[src/rtl/gb_fb_scan_ctrl_if.sv]
// rtl/gb_fb_scan_ctrl_if.sv - raster position in, frame buffer read address and pixel flags out
interface gb_fb_scan_ctrl_if;
  logic [15:0] LX;
  logic [15:0] LY;
  logic        grid_en;
  logic        swap_req;
  logic [15:0] rd_addr;
  logic        in_window;
  logic        grid;
  logic        display_bank;
  logic        swap_ack;
  logic [7:0]  drop_cnt;

  modport master (
    output LX, LY, grid_en, swap_req,
    input  rd_addr, in_window, grid, display_bank, swap_ack, drop_cnt
  );

  modport slave (
    input  LX, LY, grid_en, swap_req,
    output rd_addr, in_window, grid, display_bank, swap_ack, drop_cnt
  );
endinterface

[src/rtl/gb_fb_scan_ctrl.sv]
// rtl/gb_fb_scan_ctrl.sv - GameBoy frame buffer read scan with integer scaling and tear-free bank swap
module gb_fb_scan_ctrl #(
  parameter int H_ORIGIN = 160,
  parameter int V_ORIGIN = 80,
  parameter int GB_W     = 160,
  parameter int GB_H     = 144,
  parameter int X_SCALE  = 6,
  parameter int Y_SCALE  = 6
) (
  input  logic              clk_vga,
  input  logic              reset,
  gb_fb_scan_ctrl_if.slave  bus
);

  localparam logic [15:0] H_LO     = 16'(H_ORIGIN);
  localparam logic [15:0] H_HI     = 16'(H_ORIGIN + GB_W * X_SCALE);
  localparam logic [15:0] V_LO     = 16'(V_ORIGIN);
  localparam logic [15:0] V_HI     = 16'(V_ORIGIN + GB_H * Y_SCALE);
  localparam logic [7:0]  X_LAST   = 8'(X_SCALE - 1);
  localparam logic [7:0]  Y_LAST   = 8'(Y_SCALE - 1);
  localparam logic [14:0] ROW_STEP = 15'(GB_W);

  typedef enum logic {ST_IDLE, ST_PENDING} state_t;

  state_t      r_state;
  logic [7:0]  r_col_cnt;
  logic [14:0] r_gb_x;
  logic [7:0]  r_row_cnt;
  logic [14:0] r_row_base;
  logic [15:0] r_rd_addr;
  logic        r_win1;
  logic        r_grid1;
  logic        r_win2;
  logic        r_grid2;
  logic        r_bank;
  logic        r_swap_ack;
  logic [7:0]  r_drop_cnt;

  logic        w_hwin;
  logic        w_vwin;
  logic        w_win;
  logic [7:0]  w_col_nxt;
  logic [14:0] w_gb_x_nxt;
  logic [7:0]  w_row_nxt;
  logic [14:0] w_row_base_nxt;
  logic [14:0] w_index;
  logic        w_swap_pt;
  logic        w_do_swap;
  logic        w_bank_nxt;

  assign w_hwin = (bus.LX >= H_LO) && (bus.LX < H_HI);
  assign w_vwin = (bus.LY >= V_LO) && (bus.LY < V_HI);
  assign w_win  = w_hwin && w_vwin;

  always_comb begin
    w_col_nxt  = 8'd0;
    w_gb_x_nxt = 15'd0;
    if (bus.LX == H_LO) begin
      w_col_nxt  = 8'd0;
      w_gb_x_nxt = 15'd0;
    end else if (w_hwin) begin
      if (r_col_cnt == X_LAST) begin
        w_col_nxt  = 8'd0;
        w_gb_x_nxt = r_gb_x + 15'd1;
      end else begin
        w_col_nxt  = r_col_cnt + 8'd1;
        w_gb_x_nxt = r_gb_x;
      end
    end
  end

  // Row state advances once per line, on the LX==0 cycle; row_base steps by GB_W instead of multiplying.
  always_comb begin
    w_row_nxt      = r_row_cnt;
    w_row_base_nxt = r_row_base;
    if (bus.LX == 16'd0) begin
      if (bus.LY == V_LO || !w_vwin) begin
        w_row_nxt      = 8'd0;
        w_row_base_nxt = 15'd0;
      end else if (r_row_cnt == Y_LAST) begin
        w_row_nxt      = 8'd0;
        w_row_base_nxt = r_row_base + ROW_STEP;
      end else begin
        w_row_nxt      = r_row_cnt + 8'd1;
      end
    end
  end

  assign w_index    = w_row_base_nxt + w_gb_x_nxt;
  assign w_swap_pt  = (bus.LX == 16'd0) && (bus.LY == V_HI);
  assign w_do_swap  = w_swap_pt && ((r_state == ST_PENDING) || bus.swap_req);
  // The address registered on the swap edge already carries the new bank.
  assign w_bank_nxt = r_bank ^ w_do_swap;

  always_ff @(posedge clk_vga) begin
    if (reset) begin
      r_col_cnt  <= 8'd0;
      r_gb_x     <= 15'd0;
      r_row_cnt  <= 8'd0;
      r_row_base <= 15'd0;
      r_rd_addr  <= 16'd0;
      r_win1     <= 1'b0;
      r_grid1    <= 1'b0;
      r_win2     <= 1'b0;
      r_grid2    <= 1'b0;
    end else begin
      r_col_cnt  <= w_col_nxt;
      r_gb_x     <= w_gb_x_nxt;
      r_row_cnt  <= w_row_nxt;
      r_row_base <= w_row_base_nxt;
      r_rd_addr  <= w_win ? {w_bank_nxt, w_index} : {w_bank_nxt, 15'd0};
      r_win1     <= w_win;
      r_grid1    <= w_win && bus.grid_en && (w_col_nxt == 8'd0 || w_row_nxt == 8'd0);
      r_win2     <= r_win1;
      r_grid2    <= r_grid1;
    end
  end

  // A request arriving while one is already pending is coalesced and counted as dropped.
  always_ff @(posedge clk_vga) begin
    if (reset) begin
      r_state    <= ST_IDLE;
      r_bank     <= 1'b0;
      r_swap_ack <= 1'b0;
      r_drop_cnt <= 8'd0;
    end else begin
      r_swap_ack <= 1'b0;
      case (r_state)
        ST_IDLE: begin
          if (w_do_swap) begin
            r_bank     <= w_bank_nxt;
            r_swap_ack <= 1'b1;
          end else if (bus.swap_req && !w_swap_pt) begin
            r_state <= ST_PENDING;
          end
        end
        ST_PENDING: begin
          if (w_swap_pt) begin
            r_bank     <= w_bank_nxt;
            r_swap_ack <= 1'b1;
            if (!bus.swap_req) r_state <= ST_IDLE;
          end
          if (bus.swap_req && r_drop_cnt != 8'hFF) r_drop_cnt <= r_drop_cnt + 8'd1;
        end
        default: r_state <= ST_IDLE;
      endcase
    end
  end

  assign bus.rd_addr      = r_rd_addr;
  assign bus.in_window    = r_win2;
  assign bus.grid         = r_grid2;
  assign bus.display_bank = r_bank;
  assign bus.swap_ack     = r_swap_ack;
  assign bus.drop_cnt     = r_drop_cnt;

endmodule

[src/flat_wrapper.sv]
// flat-port wrapper written by rule: the top's interface ports become plain ports
module gb_fb_scan_ctrl_flat 
#(
  parameter int H_ORIGIN = 160,
  parameter int V_ORIGIN = 80,
  parameter int GB_W     = 160,
  parameter int GB_H     = 144,
  parameter int X_SCALE  = 6,
  parameter int Y_SCALE  = 6
)
  (clk_vga, reset, bus_LX, bus_LY, bus_grid_en, bus_swap_req, bus_rd_addr, bus_in_window, bus_grid, bus_display_bank, bus_swap_ack, bus_drop_cnt);
  gb_fb_scan_ctrl_if bus_i ();
  input  logic clk_vga;
  input  logic reset;
  input wire logic [$bits(bus_i.LX)-1:0] bus_LX;
  input wire logic [$bits(bus_i.LY)-1:0] bus_LY;
  input wire logic [$bits(bus_i.grid_en)-1:0] bus_grid_en;
  input wire logic [$bits(bus_i.swap_req)-1:0] bus_swap_req;
  output wire logic [$bits(bus_i.rd_addr)-1:0] bus_rd_addr;
  output wire logic [$bits(bus_i.in_window)-1:0] bus_in_window;
  output wire logic [$bits(bus_i.grid)-1:0] bus_grid;
  output wire logic [$bits(bus_i.display_bank)-1:0] bus_display_bank;
  output wire logic [$bits(bus_i.swap_ack)-1:0] bus_swap_ack;
  output wire logic [$bits(bus_i.drop_cnt)-1:0] bus_drop_cnt;
  assign bus_i.LX = bus_LX;
  assign bus_i.LY = bus_LY;
  assign bus_i.grid_en = bus_grid_en;
  assign bus_i.swap_req = bus_swap_req;
  assign bus_rd_addr = bus_i.rd_addr;
  assign bus_in_window = bus_i.in_window;
  assign bus_grid = bus_i.grid;
  assign bus_display_bank = bus_i.display_bank;
  assign bus_swap_ack = bus_i.swap_ack;
  assign bus_drop_cnt = bus_i.drop_cnt;
  gb_fb_scan_ctrl #(.H_ORIGIN(H_ORIGIN), .V_ORIGIN(V_ORIGIN), .GB_W(GB_W), .GB_H(GB_H), .X_SCALE(X_SCALE), .Y_SCALE(Y_SCALE)) u_core (.clk_vga(clk_vga), .reset(reset), .bus(bus_i));
endmodule
[config.mk]
export PLATFORM = sky130hd
export DESIGN_NAME = gb_fb_scan_ctrl_flat
export DESIGN_NICKNAME = d
export VERILOG_FILES = /design/src/rtl/gb_fb_scan_ctrl_if.sv /design/src/rtl/gb_fb_scan_ctrl.sv /design/src/flat_wrapper.sv
export SDC_FILE = /design/constraint.sdc
export NUM_CORES = 1
export LEC_CHECK = 0
export CORE_UTILIZATION = 54
export CTS_CLUSTER_SIZE = 40
export DETAILED_ROUTE_END_ITERATION = 10
export PLACE_DENSITY = 0.8
export SYNTH_ARGS = -nofsm -noshare
export SYNTH_HDL_FRONTEND = slang
export SYNTH_SLANG_ARGS = --single-unit
[constraint.sdc]
create_clock -name clk_vga -period 5.07 [get_ports clk_vga]
set_input_delay 0.7605 -clock clk_vga [delete_from_list [all_inputs] [get_ports clk_vga]]
set_output_delay 0.7605 -clock clk_vga [all_outputs]
set_load 0.05 [all_outputs]
* Word-level counts from Yosys, hierarchy flattened
Cells that the tools add are included.
** Operators by class
- Bitwise gates (word level) :: 3
- Muxes and demuxes :: 23
- $add $sub $neg :: 6
- Reduce and logical (&&, ||, !) cells :: 20
- Order comparisons :: 4
- Equality and inequality tests :: 8
** Operator list (number)
- two-way mux 15 bit :: 6
- two-way mux 8 bit :: 6
- adder 8 x 1 -> 8 bit, second input constant :: 3
- equality test 16 x 10 -> 1 bit, second input constant :: 1
- equality test 16 x 7 -> 1 bit, second input constant :: 1
- equality test 16 x 8 -> 1 bit, second input constant :: 1
- equality test 8 x 3 -> 1 bit, second input constant :: 2
- greater-or-equal comparator 16 x 7 -> 1 bit, second input constant :: 1
- greater-or-equal comparator 16 x 8 -> 1 bit, second input constant :: 1
- logical NOT 16 bit :: 1
- logical NOT 8 bit :: 2
- < comparator 16 x 10 -> 1 bit, second input constant :: 1
- < comparator 16 x 11 -> 1 bit, second input constant :: 1
- adder 15 x 1 -> 15 bit, second input constant :: 1
- adder 15 bit :: 1
- adder 15 x 8 -> 15 bit, second input constant :: 1
- logical AND 1 bit :: 9
- two-way mux 1 bit :: 8
- != test 8 bit, second input constant :: 1
- one-hot mux 1 bit (2 select lines) :: 3
- AND reduction 2 bit :: 2
- logical OR 1 bit :: 3
- logical NOT 1 bit :: 2
- != test 2 x 1 -> 1 bit, second input constant :: 1
- 4 further kinds :: 5
** Word-level totals
- Input bits :: 36
- Register bits :: 77

* Longest topological paths before layout
Gate-level depths: netlist of run 1.
- Depth in word-level cells :: 9
- Mapped depth :: 17

* Worst setup path after synthesis of run 1
Ideal clock, no wire load.
- Path type :: input port to flip-flop
- Start :: input port bus_LX[12]
- End :: register u_core.r_rd_addr[14] (netlist: u_core.bus.rd_addr[14])
- Data required time :: 4955 ps
- Slack :: 449 ps
- Buffers on the path :: 2
- Setup time :: 115 ps
- Stages on the path :: 14
- Arrival :: 4506 ps
- Path through :: or4_1 nand4bb_1 or4_1 buf_2 nor2_1 clkbuf_1 nor2_1 ha_1 o211a_1 o21ai_0 nor3_1 o41ai_1 xnor3_1 and2_1
** On the way
- Elaborated cells between the ends (all ways) :: 12
** RTL lines
- from (decl) :: RTL line flat_wrapper.sv:15 : input wire logic [$bits(bus_i.LX)-1:0] bus_LX;
- logical NOT 16 bit :: RTL line gb_fb_scan_ctrl.sv:76 : if (bus.LX == 16'd0) begin
- two-way mux 15 bit :: RTL line gb_fb_scan_ctrl.sv:76
- named net u_core.w_row_base_nxt[5] :: RTL line gb_fb_scan_ctrl.sv:45 : logic [14:0] w_row_base_nxt;
- adder 15 bit :: RTL line gb_fb_scan_ctrl.sv:89 : assign w_index = w_row_base_nxt + w_gb_x_nxt;
- to (signal assigned) :: RTL line gb_fb_scan_ctrl.sv:111 : r_rd_addr <= w_win ? {w_bank_nxt, w_index} : {w_bank_nxt, 15'd0};
- to (decl) :: RTL line gb_fb_scan_ctrl.sv:30 : logic [15:0] r_rd_addr;
The timed path passes the listed nets, and every way through them passes these cells.
A chain may end at the register's enable or synchronous reset.

* Worst setup path after layout of run 1
Same ends and word-level chain as after synthesis.

==> impl_results.md, run 1 <==
* Status: completed
* Synth async-reset ratio at 0%
* Vias in the first global route at 3,146
* Adder-cell share of the synthesized area at 7.33%
* Hold Path End: u_core.bus.grid
* CP delay by family, top: simple AND/OR/NAND/NOR gates
* CP endpoint kind: flop
* Comb power frac at 4.4%
* Final worst path period need at 4640 ps
* Clock power frac at 46.2%
* Clk slew on worst S/H paths at 70 ps
* Share of layout cells above drive strength 1 at 5.23%
* Core box area at 7210 um^2
* Routed WL per cell at 13.5 um
* Port-buffer cells at 63
* Antenna Nets Post-Route at 0
* Max-slew violations at 0
* Die area at 7780 um^2
* Post-synthesis cell type count at 52
* Post-synthesis mux area share at 0.998%
* GRT Residual Overflow at 0
* Syn Std Cell Area at 4010 um^2
* FILL cells at 598
* Total negative slack at 0 ps
* Simple-gate area share of the yosys netlist at 29.0%
* Initial Utilization at 55.6%
* Peak supply drop at 0.158 mV
* Syn avg cell area at 8.26 um^2
* # resized after CTS at 0
* Yosys warning count at 0
* DP Wirelength at 6760 um
* CTS buffer count at 9
* Via count at 3,498
* Seq pwr share at 49.4%
* F_max at 216 MHz
* Setup Skew at 10.1 ps
* Worst Path Buf+Inv at 2
* Ys flop type: dfxtp_1
* R2r endpoint: u_core.bus.rd_addr[14]
* Area Overhead vs Synth at 24.7%
* Dpl cells at 639
* Final wirelength at 8820 um
* FF-to-FF Start: u_core.r_col_cnt[2]
* Chip height at 88.2 um
* # rows at 31
* RSZ-0062 raised after global routing: false
* Sequential area share after synthesis at 38.4%
* Critical Path Fanout Max at 7
* Vias per inst at 5.35
* CP Launch Type: primary input
* Main combinational cell family by area after synthesis: simple AND/OR/NAND/NOR gates
* Req. time, crit path at 5310 ps
* Antenna cells at 0
* Clk root buf: clkbuf_8
* Initial antenna violation count at 0
* CTS Hold Buffers Added at 0
* Number of synthesized flops with an enable pin at 0
* GRT Util Overall at 23.4%
* Cell count after synthesis at 486
* First-pass GRT wire length at 14,100 um
* Pre-antenna DRT Iters at 4
* Hold crit path type: flop to flop
* CTS sink cnt at 77
* Final setup fails at 0
* R2R Setup Slk at 1080 ps
* Critical Path AT at 4870 ps
* Hold Path Origin: u_core.r_grid1
* Int Power at 0.988 mW
* Crit path kind: primary input to flop
* CP max stage cell: or4_1
* Final Hold Vio Count at 0
* Switching share of total power at 19.7%
* Slew @ Worst Pin at 838 ps
* Worst skew pair latency at 340 ps
* Largest net degree at the start of global routing at 29
* Xor-xnor portion of the synthesized cell area at 12.3%
* Relative slew margins at 43.7%
* Chip width at 88.2 um
* Routability cong. at 0.891
* DRT iter0 DRCs at 164
* Final nets at 609
* Pwr/cell area at 246 nW/um^2
* Cell depth of the worst flop-to-flop path at 13
* Final std cells w/o fill at 654
* Max cap viols at 0
* H-tree levels at 3
* Pleak at 1.95 nW
* Final period utilization at 91.5%
* # IOs at 64
* Syn Nets at 544
* Max Root-Sink Buffers at 2
* Sw power at 0.242 mW
* Setup bufs post-CTS at 0
* Worst-path cell chain: clkdlybuf4s50_1 > or4_1 > nand4bb_1 > or4_1 > nor2_1 > buf_4 > nor2b_1 > ha_1 > nor2b_1 > o31a_1 > nor3_1 > nor3_1 > o41ai_1 > xnor3_1 > and2_1
* Worst path max stage delay at 560 ps
* Synthesized flop and latch total at 77
* Residual DRC at 0
* Cell depth of the worst hold path at 1
* Compound-Gate Fraction of Synth Area at 9.48%
* CTS tree: yes
==> power by group through the flow <==
| stage | Clock, mW | Sequential [mW] | Combinational, mW |
|---|---|---|---|
| after detailed placement | 0 | 0.621 | 0.0545 |
| after floorplan | 0 | 0.624 | 0.0149 |
| after CTS | 0.576 | 0.607 | 0.0550 |
| final | 0.568 | 0.607 | 0.0545 |
| after global placement | 0 | 0.621 | 0.0537 |
| after global routing | 0.603 | 0.607 | 0.0590 |
==> synthesized netlist by cell type (all sizes together), types with 2 or more instances <==
| master | n | area share (%) |
|---|---|---|
| a21oi | 18 | 2.2 |
| nand2 | 24 | 2.2 |
| inv | 10 | 0.94 |
| nand4b | 2 | 0.44 |
| and4 | 3 | 0.65 |
| nor3 | 21 | 2.6 |
| o21a | 2 | 0.37 |
| a21o | 5 | 0.94 |
| a211oi | 3 | 0.56 |
| nor4b | 2 | 0.44 |
| ha | 21 | 6.5 |
| nand4 | 7 | 1.1 |
| or3 | 6 | 0.94 |
| or2 | 5 | 0.78 |
| nand2b | 2 | 0.31 |
| o21ai | 15 | 1.9 |
| o21bai | 2 | 0.37 |
| a31oi | 3 | 0.47 |
| clkbuf | 15 | 1.4 |
| nor2b | 10 | 1.6 |
| nor2 | 108 | 10 |
| or4 | 3 | 0.65 |
| and3 | 11 | 1.7 |
| nand3 | 17 | 2.1 |
| dfxtp | 77 | 38 |
| o22ai | 3 | 0.47 |
| xnor2 | 26 | 5.7 |
| mux2i | 4 | 1.0 |
| xor2 | 28 | 6.1 |
| nor4 | 5 | 0.78 |
| and2 | 9 | 1.4 |
==> worst max-delay path by stage <==
stage,from,to,slack [ps],cells past startpoint
floorplan,bus_LX[12],u_core.bus.rd_addr[14],450,14
global placement,bus_LX[12],u_core.bus.rd_addr[14],230,15
detailed placement,bus_LX[12],u_core.bus.rd_addr[14],100,15
CTS,bus_LX[12],u_core.bus.rd_addr[14],460,15
global route,bus_LX[12],u_core.bus.rd_addr[14],260,15
finish,bus_LX[12],u_core.bus.rd_addr[14],430,15
==> state kept, by name, summed over array words and instances (netlist names) <==
name / count
u_core.bus.display_bank: 1
u_core.bus.drop_cnt: 8
u_core.bus.grid: 1
u_core.bus.in_window: 1
u_core.bus.rd_addr: 16
u_core.bus.swap_ack: 1
u_core.r_col_cnt: 8
u_core.r_gb_x: 15
u_core.r_grid1: 1
u_core.r_row_base: 15
u_core.r_row_cnt: 8
u_core.r_state: 1
u_core.r_win1: 1
==> kinds of logic (layout without fill, tap and decap cells) <==
| family | count (synthesis) | in the layout |
|---|---|---|
| simple gates | 240 | 240 |
| flops | 77 | 77 |
| compound gates | 61 | 61 |
| xor+xnor | 55 | 55 |
| buf+inv | 26 | 95 |
| fa+ha+maj | 23 | 23 |
| mux | 4 | 4 |
==> per-layer routing <==
metal | GRT usage [%] | share of wire (%) | up-vias
li1 | - | - | 1793
met1 | 30.4 | 48 | 1601
met2 | 38.7 | 44 | 86
met3 | 4.15 | 6.3 | 18
met4 | 8.65 | 1.8 | 0
met5 | 0 | 0 | -
==> layout make-up <==
cell class	instances	area, um^2	area share (%)
Multi-Input combinational cell	383	2370	47.4
Sequential cell	77	1540	30.8
Timing Repair Buffer	70	683	13.6
Clock buffer	11	151	3.02
Tap cell	99	124	2.48
Clock inverter	4	95.1	1.90
Inverter	10	37.5	0.750
==> stage by stage <==
step	setup slack (ps)	hold slack (ps)	total power, mW	util [%]	area (um^2)
after floorplan	449	414	0.639	-	4010
final	433	438	1.23	69.4	5000
after global placement	229	425	0.675	66.0	4760
after detailed placement	104	422	0.676	66.0	4760
after global routing	259	461	1.27	69.4	5000
after CTS	460	440	1.24	69.4	5000
==> cells in the final DEF, fill, tap and decap left out, types with 4 or more instances in the layout <==
| cell type | n |
|---|---|
| nor2_1 | 108 |
| dfxtp_1 | 77 |
| clkdlybuf4s50_1 | 63 |
| xor2_1 | 28 |
| xnor2_1 | 26 |
| nand2_1 | 24 |
| nor3_1 | 21 |
| ha_1 | 21 |
| a21oi_1 | 18 |
| nand3_1 | 17 |
| o21ai_0 | 12 |
| and3_1 | 11 |
| clkbuf_8 | 11 |
| inv_1 | 10 |
| nor2b_1 | 10 |
| and2_1 | 9 |
| nand4_1 | 7 |
| buf_4 | 7 |
| or3_1 | 6 |
| a21o_1 | 5 |
| or2_2 | 5 |
| nor4_1 | 5 |
| mux2i_1 | 4 |
Power figures use the tool's default switching activity.
==> run 2: changes to the inputs <==
CORE_ASPECT_RATIO = 2   (was default)
==> run 2 against run 1 <==
  * Clock skew down 0.51 ps
  * Sequential power about the same
  * Critical path type unchanged
  * Highest routed layer unchanged
  * Combinational power hardly changed
==> impl_results.md, run 2 (synthesis results as in run 1) <==
* Setup Skew at 9.55 ps
* Req. time, crit path at 5300 ps
* Antenna cells at 0
* Crit path kind: primary input to flop
* Final setup fails at 0
* # IOs at 64
* Vias per inst at 5.54
* Final wirelength at 9640 um
* Slew @ Worst Pin at 605 ps
* Overall power at 1.33 mW
* Routed WL per cell at 14.9 um
* First-pass GRT wire length at 16,100 um
* Relative slew margins at 59.6%
* DP Wirelength at 7380 um
* # resized after CTS at 0
* Initial antenna violation count at 0
* Max reg flops at 16
* Vias in the first global route at 3,686
* Clk root buf: clkbuf_16
* Share of layout cells above drive strength 1 at 5.23%
* Peak supply drop at 0.248 mV
* Chip height at 124 um
* Core box area at 7210 um^2
* Pwr/cell area at 264 nW/um^2
* H-tree levels at 3
* Residual DRC at 0
* CTS tree: yes
* Setup bufs post-CTS at 0
* Most common cell after layout, fill and taps aside: nor2_1
* CP Launch Type: primary input
* GRT Util Overall at 26.4%
* Routability cong. at 0.908
* Status: completed
* Final Hold Vio Count at 0
* CTS buffer count at 9
* Pre-antenna DRT Iters at 4
* Worst skew pair latency at 330 ps
* Port-buffer cells at 63
* Clk slew on worst S/H paths at 60 ps
* Pleak at 1.97 nW
* Final worst path period need at 4620 ps
* Commonest cells after routing, fill and taps aside: nor2_1 (108), dfxtp_1 (77), clkdlybuf4s50_1 (63)
* Hold crit path type: flop to flop
* Total negative slack at 0 ps
* Max Root-Sink Buffers at 2
* GRT Residual Overflow at 0
* Die area at 7800 um^2
* Area Overhead vs Synth at 26.0%
* Chip width at 63.0 um
* Via count at 3,583
* CP endpoint kind: flop
* DRT iter0 DRCs at 147
* Max cap viols at 0
* Antenna Nets Post-Route at 0
* Largest net degree at the start of global routing at 29
* CTS sink cnt at 77
* Critical Path AT at 4840 ps
* Critical Path Fanout Max at 14
* Max-slew violations at 0
* # rows at 44
* RSZ-0062 raised after global routing: false
* Initial Utilization at 55.6%
* Final nets at 608
* Final period utilization at 91.1%
* CTS Hold Buffers Added at 0
* F_max at 217 MHz
==> run 2: cell count changes in the layout (fill, tap and decap cells not counted), sizes merged <==
cell / delta
clkbuf: -2
clkinv: +2
clkinvlp: +2
buf: -1
bufinv: -1
==> run 2: per-stage QoR <==
stage	std cells	setup slack, ps	utilization, %	cell area, um^2	hold WS [ps]
global route	647	189	70.1	5060	453
global placement	631	270	65.8	4740	420
CTS	647	440	70.1	5060	436
floorplan	486	449	-	4010	414
finish	647	453	70.1	5060	439
detailed placement	631	103	65.8	4740	425
==> run 2: power breakdown <==
part / leakage (nW) / internal (mW) / total (mW) / switching, mW
Combinational: 1.20 / 0.0316 / 0.0546 / 0.0231
Clock: 0.151 / 0.428 / 0.672 / 0.244
Sequential: 0.620 / 0.607 / 0.608 / 0.00159
Total: 1.97 / 1.07 / 1.33 / 0.269
==> run 2: layout make-up <==
type                            count  area [um^2]
Multi-Input combinational cell    383         2370
Fill cell                         609         2150
Sequential cell                    77         1540
Timing Repair Buffer               69          676
Clock buffer                        9          225
Tap cell                           92          115
Clock inverter                      7         90.1
Inverter                           10         37.5
==> run 2: path summary, 6_finish.rpt <==
path                            start                endpoint  slack (ps)  cells after the start
hold / removal         u_core.r_grid1         u_core.bus.grid         440                      1
hold reg to reg        u_core.r_grid1         u_core.bus.grid         440                      1
setup / recovery           bus_LX[12]  u_core.bus.rd_addr[14]         450                     15
setup reg to reg  u_core.r_col_cnt[2]  u_core.bus.rd_addr[14]        1290                     13
==> run 2: layer usage <==
layer / global-route usage (%) / share of wire [%]
met1: 24.7 / 37
met2: 50.2 / 55
met3: 4.85 / 3.5
met4: 19.2 / 4.3
met5: 0 / 0
==> run 2: worst max-delay path, stage by stage <==
cell and delay [ps]:
clkdlybuf4s50_1 390, or4_1 540, nand4bb_1 240, or4_1 470, nor2_1 220, buf_4 230
nor2b_1 70, ha_1 350, o21a_1 190, o31a_1 130, nor3_1 260, nor3_1 100
o41ai_1 290, xnor3_1 440, and2_1 160
==> run 3: changes to the inputs <==
CORE_MARGIN = 8   (was default)
CORE_UTILIZATION = 49   (was 54)
PLACE_DENSITY = 0.77   (was 0.8)
clock period = 4.1 ns   (was 5.07 ns; I/O delays follow)
==> run 3 against run 2 <==
  * Wire length increased by 16%
  * Sequential power grew 24%
  * Final area grew 10%
  * Core utilization barely moved
  * Setup slack got worse by 290 ps
  * Cell count increased by 8.8%
  * Die area grew 48%
  * Clock power up 16%
  * Sequential share of layout area decreased by 2.8 points
  * Via count rose by 8.3%
  * Combinational power increased by 32%
  * Largest cell class unchanged
==> impl_results.md, run 3 (synthesis results as in run 1) <==
* Vias in the first global route at 4,105
* Chip width at 80.0 um
* Critical Path AT at 4180 ps
* Final Hold Vio Count at 0
* FF-to-FF Start: u_core.r_col_cnt[3]
* Vias per inst at 5.51
* Share of layout cells above drive strength 1 at 17.8%
* Die area at 11,500 um^2
* Core box area at 7940 um^2
* Most common cell after layout, fill and taps aside: nor2_1
* Final period utilization at 96.1%
* CTS buffer count at 9
* Pleak at 2.28 nW
* Seq pwr share at 46.9%
* # rows at 46
* Status: completed
* Crit path kind: primary input to flop
* Antenna Nets Post-Route at 0
* Design Area, Final at 5570 um^2
* Initial Utilization at 50.5%
* Clk slew on worst S/H paths at 50 ps
* Relative slew margins at 51.4%
* Final core utilization at 70.1%
* Comb power frac at 4.5%
* Pwr/cell area at 288 nW/um^2
* Worst skew pair latency at 350 ps
* Worst path max stage delay at 570 ps
* Slew @ Worst Pin at 727 ps
* Pre-antenna DRT Iters at 4
* Largest net degree at the start of global routing at 29
* Port-buffer cells at 63
* Critical Path Fanout Max at 5
* CP endpoint kind: flop
* Hold Slack at 447 ps
* Clock power frac at 48.6%
* DP Wirelength at 8490 um
* Antenna cells at 0
* Initial antenna violation count at 0
* CTS tree: yes
* Max-slew violations at 0
* CP Launch Type: primary input
* First-pass GRT wire length at 18,200 um
* Req. time, crit path at 4340 ps
* Max Root-Sink Buffers at 2
* Setup Skew at 8.09 ps
* Final worst path period need at 3940 ps
* Commonest cells after routing, fill and taps aside: nor2_1 (106), dfxtp_1 (77), clkdlybuf4s50_1 (60)
* GRT Residual Overflow at 0
* Max cap viols at 0
* # IOs at 64
* Area Overhead vs Synth at 38.7%
* Residual DRC at 0
* Hold crit path type: flop to flop
* Cell Area, Placed at 5140 um^2
* H-tree levels at 3
* Int Power at 1.25 mW
* Final wirelength at 11,200 um
* CTS sink cnt at 77
* Final nets at 661
* RSZ-0062 raised after global routing: false
* Worst Setup SP: bus_LX[12]
* Peak supply drop at 0.283 mV
* Routed WL per cell at 15.9 um
* F_max at 254 MHz
* Max reg flops at 16
* CP max stage cell: or4_4
* Worst-path cell chain: clkdlybuf4s50_1 > or4_4 > nand4bb_1 > or4_4 > nor2_4 > buf_6 > nor2_1 > ha_1 > a211o_1 > nor3_2 > nor3_2 > o41ai_2 > xnor3_1 > and2_1
* Clk root buf: clkbuf_16
* Via count at 3,880
* Sw power at 0.348 mW
* Final setup fails at 0
* DRT iter0 DRCs at 181
* Routability cong. at 0.956
* Switching share of total power at 21.7%
* Total negative slack at 0 ps
* Chip height at 144 um
* Hold Path Origin: u_core.r_row_base[2]
* GRT Util Overall at 20.3%
run 3: path summary, 6_finish.rpt:
| path | endpoint | slack [ps] | cells after the start |
|---|---|---|---|
| hold reg to reg | u_core.r_row_base[2] | 450 | 1 |
| setup / recovery | u_core.bus.rd_addr[14] | 160 | 14 |
| setup reg to reg | u_core.bus.rd_addr[14] | 560 | 13 |
| hold / removal | u_core.r_row_base[2] | 450 | 1 |
run 3: worst max-delay path: cells and delay by family:
kind | cells | cell delay, ps
buffers and inverters | 2 | 530
xor gates and xnor gates | 1 | 260
and+or+nand+nor | 8 | 1880
AOI/OAI and AO/OA | 2 | 560
adders and majority gates | 1 | 330
run 3: layout make-up:
| class | count | area [um^2] |
|---|---|---|
| multi-input cells | 383 | 2480 |
| fillers | 646 | 2380 |
| flip-flops and latches | 77 | 1540 |
| repair buffers | 122 | 1090 |
| clock buffers | 12 | 267 |
| well taps | 96 | 120 |
| inverters | 10 | 37.5 |
| clock inverters | 4 | 30.0 |
run 3: what timing repair did:
action / in CTS / in global routing
endpoints found under the setup margin: 3 / 7
gates resized for setup: 3 / 28
pin swaps: 3 / 12
hold buffers: 0 / 0
setup buffers: 0 / 3
run 3: power by group through the flow:
stage | logic [mW] | clock network, mW | registers [mW]
2_1_floorplan | 0.0184 | 0 | 0.772
3_3_place_gp | 0.0696 | 0 | 0.768
3_5_place_dp | 0.0714 | 0 | 0.768
4_1_cts | 0.0718 | 0.788 | 0.752
5_1_grt | 0.0780 | 0.829 | 0.752
6_report | 0.0723 | 0.778 | 0.752
run 3: metal layers:
layer	routed length, um	GRT usage (%)
met5	0	0
met4	759	15.2
met3	543	5.41
met2	6020	37.6
met1	3860	17.6
run 3: stage by stage:
stage	power, mW	worst slack, ps	std cells
floorplan	0.790	5.43	486
global route	1.66	13.0	704
CTS	1.61	4.76	701
finish	1.60	160	704
detailed placement	0.840	-533	685
global placement	0.838	-382	685
